**src/rtl/event_sequence_fsm.sv**
```systemverilog
`default_nettype none
// ============================================================================
// event_sequence_fsm : ordered-event sequencer with timeout and strict abort
// Rev 1.0
// ============================================================================
module event_sequence_fsm #(
  parameter int N_STEPS   = 4,
  parameter int TIMEOUT_W = 8,
  parameter bit STICKY    = 1'b1,
  parameter bit STRICT    = 1'b0
) (
  input  logic                               clk,
  input  logic                               rst,
  input  logic                               clr,
  input  logic                               en,
  input  logic [N_STEPS-1:0]                 ev,
  input  logic [TIMEOUT_W-1:0]               timeout_lim,
  output logic [$clog2(N_STEPS+1)-1:0]       step,
  output logic                               done,
  output logic                               done_pulse,
  output logic                               err,
  output logic [1:0]                         err_code
);

  localparam int SW = $clog2(N_STEPS + 1);

  localparam logic [SW-1:0]        c_ST_WAIT0    = '0;
  localparam logic [SW-1:0]        c_ST_DONE     = SW'(N_STEPS);
  localparam logic [SW-1:0]        c_ST_ONE      = SW'(1);
  localparam logic [1:0]           c_ERR_ORDER   = 2'b01;
  localparam logic [1:0]           c_ERR_TIMEOUT = 2'b10;
  localparam logic [TIMEOUT_W-1:0] c_TMR_ONE     = TIMEOUT_W'(1);
  localparam logic [TIMEOUT_W-1:0] c_TMR_MAX     = '1;
  localparam logic [N_STEPS-1:0]   c_EV_LSB      = N_STEPS'(1);

  logic [SW-1:0]        r_state;
  logic [TIMEOUT_W-1:0] r_timer;
  logic                 r_err;
  logic [1:0]           r_err_code;
  logic                 r_done_pulse;

  logic [SW-1:0]        w_state_nxt;
  logic [TIMEOUT_W-1:0] w_timer_nxt;
  logic                 w_err_nxt;
  logic [1:0]           w_err_code_nxt;
  logic                 w_done_pulse_nxt;

  logic [N_STEPS-1:0]   w_onehot;
  logic                 w_ev_exp;
  logic                 w_ev_wrong;
  logic                 w_tmo_hit;

  // The expected event is the bit selected by the current step; DONE selects none.
  assign w_onehot   = c_EV_LSB << r_state;
  assign w_ev_exp   = |(ev & w_onehot);
  assign w_ev_wrong = |(ev & ~w_onehot);
  assign w_tmo_hit  = (r_timer == (timeout_lim - c_TMR_ONE));

  always_ff @(posedge clk or posedge rst) begin
    if (rst) begin
      r_state      <= c_ST_WAIT0;
      r_timer      <= '0;
      r_err        <= 1'b0;
      r_err_code   <= '0;
      r_done_pulse <= 1'b0;
    end else begin
      r_state      <= w_state_nxt;
      r_timer      <= w_timer_nxt;
      r_err        <= w_err_nxt;
      r_err_code   <= w_err_code_nxt;
      r_done_pulse <= w_done_pulse_nxt;
    end
  end

  always_comb begin
    w_state_nxt    = r_state;
    w_timer_nxt    = r_timer;
    w_err_nxt      = 1'b0;
    w_err_code_nxt = r_err_code;
    if (clr) begin
      w_state_nxt = c_ST_WAIT0;
      w_timer_nxt = '0;
    end else if (r_state == c_ST_DONE) begin
      // Pulse mode leaves DONE on the very next edge, even with en low.
      if (!STICKY) begin
        w_state_nxt = c_ST_WAIT0;
      end
      w_timer_nxt = '0;
    end else if (en) begin
      if (w_ev_exp) begin
        w_state_nxt = r_state + c_ST_ONE;
        w_timer_nxt = '0;
      end else if (STRICT && w_ev_wrong) begin
        w_state_nxt    = c_ST_WAIT0;
        w_timer_nxt    = '0;
        w_err_nxt      = 1'b1;
        w_err_code_nxt = c_ERR_ORDER;
      end else if ((r_state != c_ST_WAIT0) && (timeout_lim != '0)) begin
        if (w_tmo_hit) begin
          w_state_nxt    = c_ST_WAIT0;
          w_timer_nxt    = '0;
          w_err_nxt      = 1'b1;
          w_err_code_nxt = c_ERR_TIMEOUT;
        end else if (r_timer != c_TMR_MAX) begin
          w_timer_nxt = r_timer + c_TMR_ONE;
        end
      end
    end
    w_done_pulse_nxt = (w_state_nxt == c_ST_DONE) && (r_state != c_ST_DONE);
  end

  always_comb begin
    step       = r_state;
    done       = (r_state == c_ST_DONE);
    done_pulse = r_done_pulse;
    err        = r_err;
    err_code   = r_err_code;
  end

endmodule
`default_nettype wire

```
**config.mk**
```make
export PLATFORM = sky130hd
export DESIGN_NAME = event_sequence_fsm
export DESIGN_NICKNAME = d
export VERILOG_FILES = /design/src/rtl/event_sequence_fsm.sv
export SDC_FILE = /design/constraint.sdc
export NUM_CORES = 1
export LEC_CHECK = 0
export ABC_AREA = 1
export CAP_MARGIN = 20
export CORE_AREA = 2 2 51 53
export CTS_BUF_LIST = sky130_fd_sc_hd__clkbuf_4 sky130_fd_sc_hd__clkbuf_8
export DETAILED_ROUTE_END_ITERATION = 16
export DIE_AREA = 0 0 53 55
export PLACE_DENSITY = 0.83
export SETUP_SLACK_MARGIN = 0.5
export SLEW_MARGIN = 20
export SYNTH_ARGS = -nofsm -noshare
export SYNTH_HDL_FRONTEND = slang
export SYNTH_SLANG_ARGS = --single-unit
```
**constraint.sdc**
```tcl
create_clock -name clk -period 3.9 [get_ports clk]
set_clock_uncertainty 0.15 [all_clocks]
set_input_delay 0.78 -clock clk [delete_from_list [all_inputs] [get_ports clk]]
set_output_delay 0.78 -clock clk [all_outputs]
set_load 0.05 [all_outputs]
```
==> Yosys cells after proc, flatten, opt, wreduce, memory -nomap -nowiden <==
Index checks and enable logic that the tools add are counted.
{ "word_totals": {"register_bits": 14, "inputBits": 16, "out_inout_bits": 8, "elab_cells": 47} }
{ "op_classes": {"add_sub_neg": 3, "eq_ne": 5, "shifts": 1, "mux": 19, "bitwise": 4, "n_reduce_logical": 10} }
{ "ops": {"columns": ["op", "n"], "rows": [
  ["two-way mux 8 bit", 7],
  ["two-way mux 3 bit", 6],
  ["adder 8 x 1 -> 8 bit, second input constant", 1],
  ["== test 8 bit", 1],
  ["inequality test 8 bit, second input constant", 1],
  ["nonzero test 8 bit", 1],
  ["subtractor 8 x 1 -> 8 bit, second input constant", 1],
  ["== test 3 bit, second input constant", 2],
  ["two-way mux 1 bit", 6],
  ["AND reduction 6 bit", 1],
  ["nonzero test 3 bit", 2],
  ["nonzero test 5 bit", 1],
  ["bitwise AND 4 bit", 1],
  ["nonzero test 4 bit", 1],
  ["OR reduction 4 bit", 1],
  ["left shift 1 x 3 -> 4 bit, first input constant", 1],
  ["adder 3 x 1 -> 3 bit, second input constant", 1],
  ["inequality test 3 bit, second input constant", 1],
  ["NOT 1 bit", 3],
  ["AND reduction 3 bit", 1],
  ["logical AND 1 bit", 2]
]} }

==> Longest topological paths before layout <==
{ "logic_depth": {"word_depth": 10, "depth_mapped": 15, "depth_no_buf": 15} }

==> Least setup slack after synthesis <==
OpenSTA, ideal clock, no wires.
{ "synth_path": {"kind": "reg2reg", "start": "register r_state[0] (netlist: step[0])", "end": "register r_timer[0]", "setup_time_ns": 0.076, "arrival_time_ns": 2.272, "setup_slack_ns": 1.402, "stages_incl_launch_ff": 10, "path_buffers": 0, "period_less_slack_ns": 2.498, "path_cell_list": "dfrtp_1 > inv_1 > ha_1 > nand2_1 > inv_1 > nor2_4 > nand2_1 > a21oi_1 > nand3b_1 > o21ai_1"} }
{ "synth_via": {"elab_cells_between_ends": 14, "classes_between": "1 x eq/ne; 1 x shift; 4 x mux; 1 x bitwise; 7 x reduce/logical"} }
{ "synth_rtl": {"columns": ["item", "line_no", "rtl"], "rows": [
  ["start, declared", "36", "logic [SW-1:0] r_state;"],
  ["start signal, assigned", "61", "r_state <= c_ST_WAIT0;"],
  ["start signal, assigned", "67", "r_state <= w_state_nxt;"],
  ["== test 3 bit *", null, null],
  ["via done", "19", "output logic done,"],
  ["nonzero test 5 bit (no source line) (tied with other cells)", null, null],
  ["AND reduction 3 bit (no source line) / two-way mux 8 bit (equally long branches)", null, null],
  ["end signal, assigned", "68", "r_timer <= w_timer_nxt;"],
  ["end, declared", "37", "logic [TIMEOUT_W-1:0] r_timer;"]
]} }
The timed path passes the listed nets; every way through them passes the cells marked *. The select of a mux whose other input is x is not followed.
A chain may end at the register's enable or synchronous reset.

==> Worst setup path after layout <==
{ "layout_path": {"start": "register r_state[0] (netlist: step[0])", "end": "output done"} }
{ "layout_via": {"elab_chain_cells": 1} }
{ "layout_rtl": {"columns": ["item", "line_no", "rtl"], "rows": [
  ["== test 3 bit", "114", "done = (r_state == c_ST_DONE);"],
  ["end, declared", "19", null]
]} }
No other way between the ends.

==> out/metrics.csv <==
metric,value,unit
Vias/cell,5.09,
Die X,53,um
clock slew seen by the registers of the worst setup and hold paths,0.07,ns
RSZ-0062 raised after global routing,false,
Rows,18,
Detailed Routing Iterations Pass 1,4,
DIE AREA,0.00292,mm2
complex-gate fraction of the synthesized area,5.36,%
ANT nets after route,0,
ys flop type,dfrtp_1,
latest clock arrival within the worst-skew pair,0.26,ns
Synth Instances,180,
Die Height,55,um
mapped cell area,0.00126,mm2
Required @ worst endpoint,2.97,ns
largest net degree at the start of global routing,15,
worst min-delay path class,flop to flop,
cell taking the most area after synthesis,dfrtp_1,
placed wire-length estimate,2230,um
port bufs,22,
"Seq/Total Area, Yosys",27.8,%
post-cts hold buffer count,0,
initial antenna violation count,0,
status,"finished, final reports clean",
Crit Path Class,flop to primary output,
"FF+latch count, synth",14,
Worst-Margin Slew,0.510,ns
slew margin rel.,66.0,%
Clock Tree Buf Depth,2,
final WL,2680,um
adder-cell area share of the yosys netlist,7.94,%
WP data arrival,2.17,ns
setup TNS,0,ns
Synth top area share,27.8,%
CTS H-tree depth,1,
CTS Root Cell,clkbuf_4,
total CTS buffers,3,
top-count cell post-synth,nand2_1,
final hold vios,0,
Layout area overhead,21.2,%
vias in the first global route,1202,
"top cells by area, synth","dfrtp_1 (28%), nand2_1 (13%), nand3_1 (9.9%)",
mux share of post-synthesis cell area,0,%
drt drc,0,
Post-Synth XOR/XNOR Area,8.33,%
total gr overflow,0,
share of cells above drive strength 1,9.36,%
via count,1187,
Worst setup SP type,flop,
Avg WL per Cell,11.5,um
Final period util,79.4,%
Final Max Slew Viols,0,
YS warnings,0,
"EDFF count, synth",0,
CTS tree,built,
# clock sinks,14,
Critical Path Fanout Max,7,
"top cells by count, synth","nand2_1 (42), inv_1 (27), nand3_1 (25)",
post-synthesis cell type count,28,
MaxCap Viol Count,0,
Overall Global Routing Usage,21.9,%
fin nets,229,
Power Density,312,mW/mm2
fmax,323,MHz
# diodes,0,
RePlAce Congestion,0.797,
final setup violation count,0,
Worst Setup End Kind,primary output,
I/O Pins,24,
leakage,0.768,nW
VDD IR max,251,uV
Synth Area in Simple Gates,41.0,%
Mapped Nets,204,
main combinational cell family by area after synthesis,simple AND/OR/NAND/NOR gates,
Starting Density,53.3,%
post-cts sizing count,0,
postcts setup bufs,0,
Hold Slack,0.325,ns
first-pass GRT wire length,4800,um
Syn Area/Cell,7.01,um2
iteration-0 DRC count of the detailed router,28,
asr flop ratio synth,100,%
Tmin final,3.10,ns
Placeable Area,0.00236,mm2
## cells by family (layout without fill, tap and decap cells)
family,count (synthesis),count (layout)
AO/OA/AOI/OAI,11,11
flip-flops,14,14
other,1,1
XOR/XNOR,12,12
adder cells (fa/ha/maj),8,8
AND/OR/NAND/NOR,104,104
buffers and inverters,30,53
## path summary, 6_finish.rpt
| kind | from | to | slack (ns) | depth (start not counted) |
|---|---|---|---|---|
| max | step[0] | done | 0.80 | 5 |
| min | err_code[1] | err_code[1] | 0.33 | 1 |
| max reg2reg | step[0] | r_timer[0] | 1.66 | 9 |
| min reg2reg | err_code[1] | err_code[1] | 0.33 | 1 |
| max in group asynchronous | rst | r_timer[5] | 2.57 | 2 |
| min in group asynchronous | rst | r_timer[3] | 0.69 | 2 |
## cell usage in the layout (no fill, tap or decap), types with 2 or more instances in the layout
cell type         n
nand2_1          42
inv_1            27
nand3_1          25
clkdlybuf4s50_1  22
dfrtp_1          14
nor2_1           12
xor2_1            8
ha_1              8
nand2_2           5
nand3b_1          5
nor3_1            4
xnor2_1           4
o21ai_1           4
nor2_4            3
o21ai_0           3
clkbuf_4          3
a21oi_1           2
nand3_2           2
## routing by layer
layer | up-vias | part of all wire, % | global-route usage, %
met5 | - | 0 | 0
met4 | 0 | 1.3 | 8.97
met3 | 4 | 3.7 | 1.61
met2 | 22 | 49 | 39.8
met1 | 550 | 46 | 27.0
li1 | 611 | - | -
## final cells by class
cell class	instances	area, um2
clock buffers	3	22.5
fillers	218	836
inverters	28	105
multi-input cells	136	793
flip-flops and latches	14	350
well taps	30	37.5
repair buffers	22	220
## report_power, final
| group | internal (W) | total, W | switching, W |
|---|---|---|---|
| Clock | 0.0000356 | 0.0000746 | 0.0000389 |
| Sequential | 0.000157 | 0.000173 | 0.0000157 |
| Combinational | 0.0000818 | 0.000231 | 0.000149 |
| Total | 0.000274 | 0.000478 | 0.000204 |
## metrics by stage
step                      setup WS [ns]  util, %  instance area [um2]  total power [W]  cells
after floorplan                    1.40        -                 1260         0.000337    180
after global placement            0.916     63.7                 1510         0.000399    230
after detailed placement          0.894     63.7                 1510         0.000405    230
after CTS                         0.793     64.7                 1530         0.000482    233
after global routing              0.669     64.7                 1530         0.000514    233
final                             0.803     64.7                 1530         0.000478    233
## critical path, stage by stage, from the launching register on
cell and delay [ns]:
dfrtp_1 0.46, inv_1 0.11, ha_1 0.20, nand2_1 0.12
inv_1 0.18, clkdlybuf4s50_1 0.83
## state kept, by name, indices dropped and copies added, names as in the netlist
name	flops
err_code	1
r_timer	8
err	1
step	3
done_pulse	1
Power figures use the tool's default switching activity.
